[config.mk]
export PLATFORM = sky130hd
export DESIGN_NAME = adpll_lock_detect_flat
export DESIGN_NICKNAME = d
export VERILOG_FILES = /design/src/rtl/adpll_lock_detect_if.sv /design/src/rtl/adpll_lock_detect.sv /design/src/flat_wrapper.sv
export SDC_FILE = /design/constraint.sdc
export NUM_CORES = 1
export LEC_CHECK = 0
export CAP_MARGIN = 20
export CORE_UTILIZATION = 30
export CTS_BUF_LIST = sky130_fd_sc_hd__clkbuf_4
export DETAILED_ROUTE_END_ITERATION = 12
export GPL_TIMING_DRIVEN = 1
export MAX_ROUTING_LAYER = met4
export SLEW_MARGIN = 10
export SYNTH_ARGS = -nofsm -noshare
export SYNTH_HDL_FRONTEND = slang
export SYNTH_SLANG_ARGS = --single-unit
export TNS_END_PERCENT = 5
[constraint.sdc]
create_clock -name clk -period 3.05 [get_ports clk]
set_clock_uncertainty 0.15 [all_clocks]
set_input_delay 0.4575 -clock clk [delete_from_list [all_inputs] [get_ports clk]]
set_output_delay 0.4575 -clock clk [all_outputs]
set_load 0.01 [all_outputs]
[src/rtl/adpll_lock_detect_if.sv]
// ----------------------------------------------------------------------------
// adpll_lock_detect_if
//   Signal bundle between the loop core (master) and the lock detector
//   (slave). clk and rst_n are not part of the bundle.
//
//   master drives : clk_ref, clr, err_mag, err_sign, lock_thr, lock_n
//   slave drives  : sample_stb, locked, lock_state, ref_lost, slip_cnt
//
//   Handshake: sample_stb behaves as a valid with no ready. The detector
//   raises it for exactly one clk cycle per reference edge, reads
//   err_mag/lock_thr/lock_n in that cycle only, and the master cannot stall
//   it; the status outputs carry the result of that sample from the next
//   cycle onwards.
// ----------------------------------------------------------------------------
interface adpll_lock_detect_if;
  logic       clk_ref;
  logic       clr;
  logic [4:0] err_mag;
  logic       err_sign;
  logic [4:0] lock_thr;
  logic [3:0] lock_n;
  logic       sample_stb;
  logic       locked;
  logic [1:0] lock_state;
  logic       ref_lost;
  logic [7:0] slip_cnt;

  modport master (
    output clk_ref, clr, err_mag, err_sign, lock_thr, lock_n,
    input  sample_stb, locked, lock_state, ref_lost, slip_cnt
  );

  modport slave (
    input  clk_ref, clr, err_mag, err_sign, lock_thr, lock_n,
    output sample_stb, locked, lock_state, ref_lost, slip_cnt
  );
endinterface

[src/rtl/adpll_lock_detect.sv]
// ----------------------------------------------------------------------------
// adpll_lock_detect
//   Lock detector for the ADPLL. Each clk_ref rising edge (synchronized into
//   clk) produces one sample of the loop-filter phase error; consecutive
//   in-window samples acquire lock, consecutive out-of-window samples drop it,
//   and a missing reference forces the detector back to UNLOCKED.
//
//   Ports
//     clk    : sampling clock (loop core clock)
//     rst_n  : asynchronous active-low reset
//     bus    : adpll_lock_detect_if.slave
//              in  : clk_ref, clr, err_mag[4:0], err_sign, lock_thr[4:0],
//                    lock_n[3:0]
//              out : sample_stb, locked, lock_state[1:0], ref_lost,
//                    slip_cnt[7:0]
//
//   lock_state doubles as the FSM debug view:
//     UNLOCKED=00, ACQUIRE=01, LOCKED=10, HOLD=11
// ----------------------------------------------------------------------------
module adpll_lock_detect #(
  parameter int UNLOCK_N = 4,     // 1..15
  parameter int TIMEOUT  = 1024   // 2..65535
) (
  input  logic              clk,
  input  logic              rst_n,
  adpll_lock_detect_if.slave bus
);

  typedef enum logic [1:0] {
    ST_UNLOCKED = 2'b00,
    ST_ACQUIRE  = 2'b01,
    ST_LOCKED   = 2'b10,
    ST_HOLD     = 2'b11
  } state_t;

  localparam logic [3:0]  UNLOCK_C   = 4'(UNLOCK_N);
  localparam logic [15:0] TIMEOUT_C  = 16'(TIMEOUT);
  localparam logic [15:0] TIMEOUT_M1 = 16'(TIMEOUT - 1);

  logic [2:0]  sync_q;   // [0],[1] synchronizer, [2] history of [1]
  logic        stb_q;
  logic [15:0] idle_q;
  logic        timeout_hit;
  state_t      state_q, state_d;
  logic [3:0]  good_q, good_d;
  logic [3:0]  bad_q, bad_d;
  logic        lost_q, lost_d;
  logic [7:0]  slip_q;
  logic        slip_inc;
  logic        in_win;
  logic [3:0]  n_eff;
  logic [4:0]  good_inc;
  logic [4:0]  bad_inc;
  logic        unused_sign;

  // The sign is carried on the bus for observability only.
  assign unused_sign = bus.err_sign;

  // Reference edge detect. The strobe is registered, so it appears in the
  // third cycle after the first edge that samples clk_ref=1. clr does not
  // touch these flops so an edge in flight is never lost.
  always_ff @(posedge clk or negedge rst_n) begin
    if (!rst_n) begin
      sync_q <= 3'b000;
      stb_q  <= 1'b0;
    end else begin
      sync_q <= {sync_q[1:0], bus.clk_ref};
      stb_q  <= sync_q[1] & ~sync_q[2];
    end
  end

  // Idle counter saturates at TIMEOUT; the timeout event is the single edge
  // on which it arrives there, so a later strobe is never masked by it.
  assign timeout_hit = !stb_q && (idle_q == TIMEOUT_M1);

  always_ff @(posedge clk or negedge rst_n) begin
    if (!rst_n) begin
      idle_q <= 16'd0;
    end else if (bus.clr || stb_q) begin
      idle_q <= 16'd0;
    end else if (idle_q != TIMEOUT_C) begin
      idle_q <= idle_q + 16'd1;
    end
  end

  assign in_win   = (bus.err_mag <= bus.lock_thr);
  assign n_eff    = (bus.lock_n == 4'd0) ? 4'd1 : bus.lock_n;
  assign good_inc = {1'b0, good_q} + 5'd1;
  assign bad_inc  = {1'b0, bad_q} + 5'd1;

  // FSM: state register and counters
  always_ff @(posedge clk or negedge rst_n) begin
    if (!rst_n) begin
      state_q <= ST_UNLOCKED;
      good_q  <= 4'd0;
      bad_q   <= 4'd0;
      lost_q  <= 1'b0;
      slip_q  <= 8'd0;
    end else begin
      state_q <= state_d;
      good_q  <= good_d;
      bad_q   <= bad_d;
      lost_q  <= lost_d;
      if (bus.clr) begin
        slip_q <= 8'd0;
      end else if (slip_inc && (slip_q != 8'hFF)) begin
        slip_q <= slip_q + 8'd1;
      end
    end
  end

  // FSM: next state. Priority clr > timeout > sample.
  // Lock compares use >= so that lowering lock_n while acquiring locks on
  // the next good sample even if good_cnt already exceeds the new N.
  always_comb begin
    state_d  = state_q;
    good_d   = good_q;
    bad_d    = bad_q;
    lost_d   = lost_q;
    slip_inc = 1'b0;
    if (bus.clr) begin
      state_d = ST_UNLOCKED;
      good_d  = 4'd0;
      bad_d   = 4'd0;
      lost_d  = 1'b0;
    end else if (timeout_hit) begin
      state_d  = ST_UNLOCKED;
      good_d   = 4'd0;
      bad_d    = 4'd0;
      lost_d   = 1'b1;
      slip_inc = state_q[1];
    end else if (stb_q) begin
      lost_d = 1'b0;
      case (state_q)
        ST_UNLOCKED, ST_ACQUIRE: begin
          if (!in_win) begin
            state_d = ST_UNLOCKED;
            good_d  = 4'd0;
          end else if (good_inc >= {1'b0, n_eff}) begin
            state_d = ST_LOCKED;
            good_d  = 4'd0;
            bad_d   = 4'd0;
          end else begin
            state_d = ST_ACQUIRE;
            good_d  = good_inc[3:0];
          end
        end
        ST_LOCKED, ST_HOLD: begin
          if (in_win) begin
            state_d = ST_LOCKED;
            bad_d   = 4'd0;
          end else if (bad_inc >= {1'b0, UNLOCK_C}) begin
            state_d  = ST_UNLOCKED;
            bad_d    = 4'd0;
            good_d   = 4'd0;
            slip_inc = 1'b1;
          end else begin
            state_d = ST_HOLD;
            bad_d   = bad_inc[3:0];
          end
        end
        default: state_d = ST_UNLOCKED;
      endcase
    end
  end

  // FSM: outputs
  always_comb begin
    bus.sample_stb = stb_q;
    bus.locked     = state_q[1];
    bus.lock_state = state_q;
    bus.ref_lost   = lost_q;
    bus.slip_cnt   = slip_q;
  end

endmodule

[src/flat_wrapper.sv]
// flat-port wrapper written by rule: the top's interface ports become plain ports
module adpll_lock_detect_flat 
#(
  parameter int UNLOCK_N = 4,             
  parameter int TIMEOUT  = 1024              
)
  (clk, rst_n, bus_clk_ref, bus_clr, bus_err_mag, bus_err_sign, bus_lock_thr, bus_lock_n, bus_sample_stb, bus_locked, bus_lock_state, bus_ref_lost, bus_slip_cnt);
  adpll_lock_detect_if bus_i ();
  input  logic clk;
  input  logic rst_n;
  input wire logic [$bits(bus_i.clk_ref)-1:0] bus_clk_ref;
  input wire logic [$bits(bus_i.clr)-1:0] bus_clr;
  input wire logic [$bits(bus_i.err_mag)-1:0] bus_err_mag;
  input wire logic [$bits(bus_i.err_sign)-1:0] bus_err_sign;
  input wire logic [$bits(bus_i.lock_thr)-1:0] bus_lock_thr;
  input wire logic [$bits(bus_i.lock_n)-1:0] bus_lock_n;
  output wire logic [$bits(bus_i.sample_stb)-1:0] bus_sample_stb;
  output wire logic [$bits(bus_i.locked)-1:0] bus_locked;
  output wire logic [$bits(bus_i.lock_state)-1:0] bus_lock_state;
  output wire logic [$bits(bus_i.ref_lost)-1:0] bus_ref_lost;
  output wire logic [$bits(bus_i.slip_cnt)-1:0] bus_slip_cnt;
  assign bus_i.clk_ref = bus_clk_ref;
  assign bus_i.clr = bus_clr;
  assign bus_i.err_mag = bus_err_mag;
  assign bus_i.err_sign = bus_err_sign;
  assign bus_i.lock_thr = bus_lock_thr;
  assign bus_i.lock_n = bus_lock_n;
  assign bus_sample_stb = bus_i.sample_stb;
  assign bus_locked = bus_i.locked;
  assign bus_lock_state = bus_i.lock_state;
  assign bus_ref_lost = bus_i.ref_lost;
  assign bus_slip_cnt = bus_i.slip_cnt;
  adpll_lock_detect #(.UNLOCK_N(UNLOCK_N), .TIMEOUT(TIMEOUT)) u_core (.clk(clk), .rst_n(rst_n), .bus(bus_i));
endmodule
==> results of run 1 <==
## layer usage
layer	GRT usage (%)	up-vias
met2	20.51	24
met3	3.205	4
li1	-	857
met5	-	-
met1	14.20	798
met4	3.577	0
## final timing paths
| path | depth (start not counted) | endpoint | startpoint |
|---|---|---|---|
| max in group asynchronous | 1 | u_core.bus.slip_cnt[6] | rst_n |
| max reg2reg | 7 | u_core.bus.slip_cnt[5] | u_core.idle_q[1] |
| min reg2reg | 0 | u_core.sync_q[1] | u_core.sync_q[0] |
| min | 1 | u_core.bus.slip_cnt[3] | rst_n |
| max | 9 | u_core.bus.slip_cnt[5] | bus_lock_thr[3] |
| min in group clk | 0 | u_core.sync_q[1] | u_core.sync_q[0] |
## critical path: cells and delay by family
family | cells | cell delay, ns
muxes | 2 | 0.69
AOI/OAI and AO/OA | 2 | 0.39
buffers and inverters | 2 | 0.49
adders and majority gates | 1 | 0.30
and+or+nand+nor | 2 | 0.36
## power by group through the flow
stage	logic, uW	clock network (uW)	registers (uW)
6_report	99.1	339	533
5_1_grt	112	379	535
4_1_cts	102	359	533
3_5_place_dp	102	0	543
3_3_place_gp	99.4	0	543
2_1_floorplan	49.3	0	542
## per-stage QoR
step	total power, uW	util, %	hold WS, ns	setup slack (ns)
3_3_place_gp	642.6	37.69	0.1880	0.1026
6_report	970.6	38.79	0.06598	0.4444
5_1_grt	1025	38.79	0.1270	0.3154
2_1_floorplan	591.7	-	0.01191	0.5825
3_5_place_dp	644.5	37.69	0.1870	0.06440
4_1_cts	993.9	38.79	0.08989	0.4562
## cells by family after synthesis
family                     synth area share [%]
AOI/OAI and AO/OA                         9.661
xor gates and xnor gates                  5.537
adders and majority gates                 8.475
buffers and inverters                     4.124
DFF                                       44.07
muxes                                     3.616
and+or+nand+nor                           24.52
## synthesized netlist by cell type (2+ instances only)
cell and number:
a21boi_0 3, a21oi_1 9, a22o_1 2, a31oi_1 2, and3_1 5, clkbuf_1 3, dfrtp_1 39, ha_1 15
inv_1 15, mux2_1 2, mux2_2 2, mux2i_1 2, nand2_1 18, nand2b_1 8, nand3_1 10, nand4_1 6
nor2_1 24, nor2b_1 5, nor3_1 4, nor3b_1 2, nor4_1 2, o21a_1 2, o21ai_0 7, or2_2 2
or3_1 4, xnor2_1 3, xor2_1 11
## flip-flops by register name (all words and copies together), names as in the netlist
register	flops
u_core.bad_q	4
u_core.bus.lock_state	2
u_core.bus.ref_lost	1
u_core.bus.sample_stb	1
u_core.bus.slip_cnt	8
u_core.good_q	4
u_core.idle_q	16
u_core.sync_q	3
## final cells by class
cell class | instances | area (um^2) | share of cell area (%)
tap | 96 | 120.1 | 4.459
clock inverter | 3 | 38.79 | 1.440
sequential | 39 | 975.9 | 36.23
timing repair buffer | 33 | 317.8 | 11.80
multi-input combinational | 168 | 1147 | 42.59
clock buffer | 5 | 37.54 | 1.393
inverter | 15 | 56.30 | 2.090
==> impl_metrics.py, run 1 <==
metrics = {
    "run_status": {
        "status": "complete, no violations",
    },
    "yosys": {
        "synth_ff_type": "dfrtp_1",
        "synth-edff-count": 0,
        "ys_seq_area_share_pct": 44.07,
        "synthArstFlopShare_pct": 100.0,
        "syn-instance-count": 228,
        "synth_area_leaders": "dfrtp_1 (44%), ha_1 (8.5%), xor2_1 (4.4%), nor2_1 (4.1%), nand2_1 (3.1%)",
        "ys_types": 48,
        "synth_top_cell_by_area": "dfrtp_1",
        "syn_area_per_cell_um2": 9.713,
        "synth_area_um2": 2215,
        "ys_warn_count": 0,
        "synth_fp_nets": 262,
        "netlist.area_leader.share_pct": 44.07,
        "synth-seq-cells": 39,
    },
    "cells_and_area": {
        "fin_cells": 359,
        "syn2layout_area_growth_pct": 21.64,
        "fillers": 697,
        "final_cell_area_um2": 2694,
        "drive_above_1_share_pct": 9.125,
        "final_cell_mix": "dfrtp_1 (39), clkdlybuf4s50_1 (29), nor2_1 (24)",
        "final_common_cell": "dfrtp_1",
        "final_nets": 296,
        "diodes": 0,
    },
    "routing": {
        "wl_met1_mm": 2.002,
        "dr_wl_met2_mm": 2.039,
        "route.detailed.drc": 0,
        "dr.pass1.iters": 4,
        "via_per_inst": 4.688,
        "wl_per_cell_um": 11.76,
        "vias": 1683,
        "dr.first_iter.drc_count": 59,
        "routed_wl_mm": 4.222,
        "ant_nets": 0,
        "wl_met3_um": 153,
        "dr.max_layer_used": "met4",
    },
    "global_routing": {
        "grt_first_pass_wirelength_mm": 7.100,
        "grt_util_all_layers_pct": 12.17,
        "grt_max_degree": 40,
        "grt_pass1_vias": 1605,
        "grt_overflow_total": 0,
        "antenna_found_initial": 0,
    },
    "clocking": {
        "cts.sinks": 39,
        "clk_pin_slew_ns": 0.12,
        "worstSkewPairLatency_ns": 0.33,
        "cts_tree": "yes",
        "cts_root_buf": "clkbuf_4",
        "cts_buffer_depth": 2,
        "post_cts_buffers": 0,
        "ctsHtreeMaxLevel": 2,
        "ctsHoldBuffers": 0,
        "cts_resized": 0,
        "numCtsBuffers": 5,
    },
    "floorplan": {
        "start_util_pct": 31.89,
        "row_count": 30,
        "die_area_um2": 7730,
        "die_h_um": 87.92,
        "ioPinCount": 32,
        "coreArea_um2": 6944,
        "fp.dieW_um": 87.92,
    },
    "power_and_ir_drop": {
        "powerDensity_nw_per_um2": 360.3,
        "p_sw_share_pct": 23.47,
        "seqPwrFrac_pct": 54.9,
        "netSwitchingPower_uw": 227.8,
        "internal_power_uw": 742.8,
        "combPwrFrac_pct": 10.2,
        "ir_worst_vdd_mv": 0.1325,
        "leakagePower_uw": 0.001218,
        "power.share.clock_pct": 34.9,
    },
    "sta": {
        "drv_slew": 0,
        "min_period_ns": 2.606,
        "tns_ns": 0,
        "relSlewSlack_pct": 42.22,
        "worst_pin_slew_ns": 0.8666,
        "finalSetupViolCount": 0,
        "hold_viol": 0,
        "max_freq_mhz": 383.8,
        "finalCritPeriodShare_pct": 85.43,
        "rsz0062_at_grt": "false",
    },
    "setup_path": {
        "critPathKind": "in2reg",
        "cp_slowest_cell": "clkdlybuf4s50_1",
        "path_cells": "clkdlybuf4s50_1, inv_1, ha_1, nand4_1, o21bai_1, o221ai_1, mux2_4, nor3_1, mux2_1",
        "reg2reg_setup_slack_ns": 0.61,
        "crit_path_start_kind": "input pin",
        "critPathArrivalTime_ns": 2.69,
        "cp-end-kind": "flop",
        "crit_fanout": 11,
        "crit_required_ns": 3.13,
        "slowest_delay_ns": 0.45,
    },
    "placement": {
        "place_area_um2": 2618,
        "gp_congestion": 0.7852,
        "io_buffer_count": 30,
        "dpl.hpwl_mm": 3.048,
        "dp.cells": 351,
    },
    "job": {
        "cap_violations": 0,
    },
    "worst_hold_path": {
        "hp-class": "in2async",
    },
}
(Power assumes the default switching activity.)
==> inputs of run 2 (changes only) <==
--- a/config.mk
+++ b/config.mk
@@ -5,6 +5,7 @@
 export SDC_FILE = /design/constraint.sdc
 export NUM_CORES = 1
 export LEC_CHECK = 0
+export ABC_CLOCK_PERIOD_IN_PS = 3050
 export CAP_MARGIN = 20
 export CORE_UTILIZATION = 30
 export CTS_BUF_LIST = sky130_fd_sc_hd__clkbuf_4
==> results of run 2 <==
No change in the layout: final DEF, timing and power equal those of run 1.
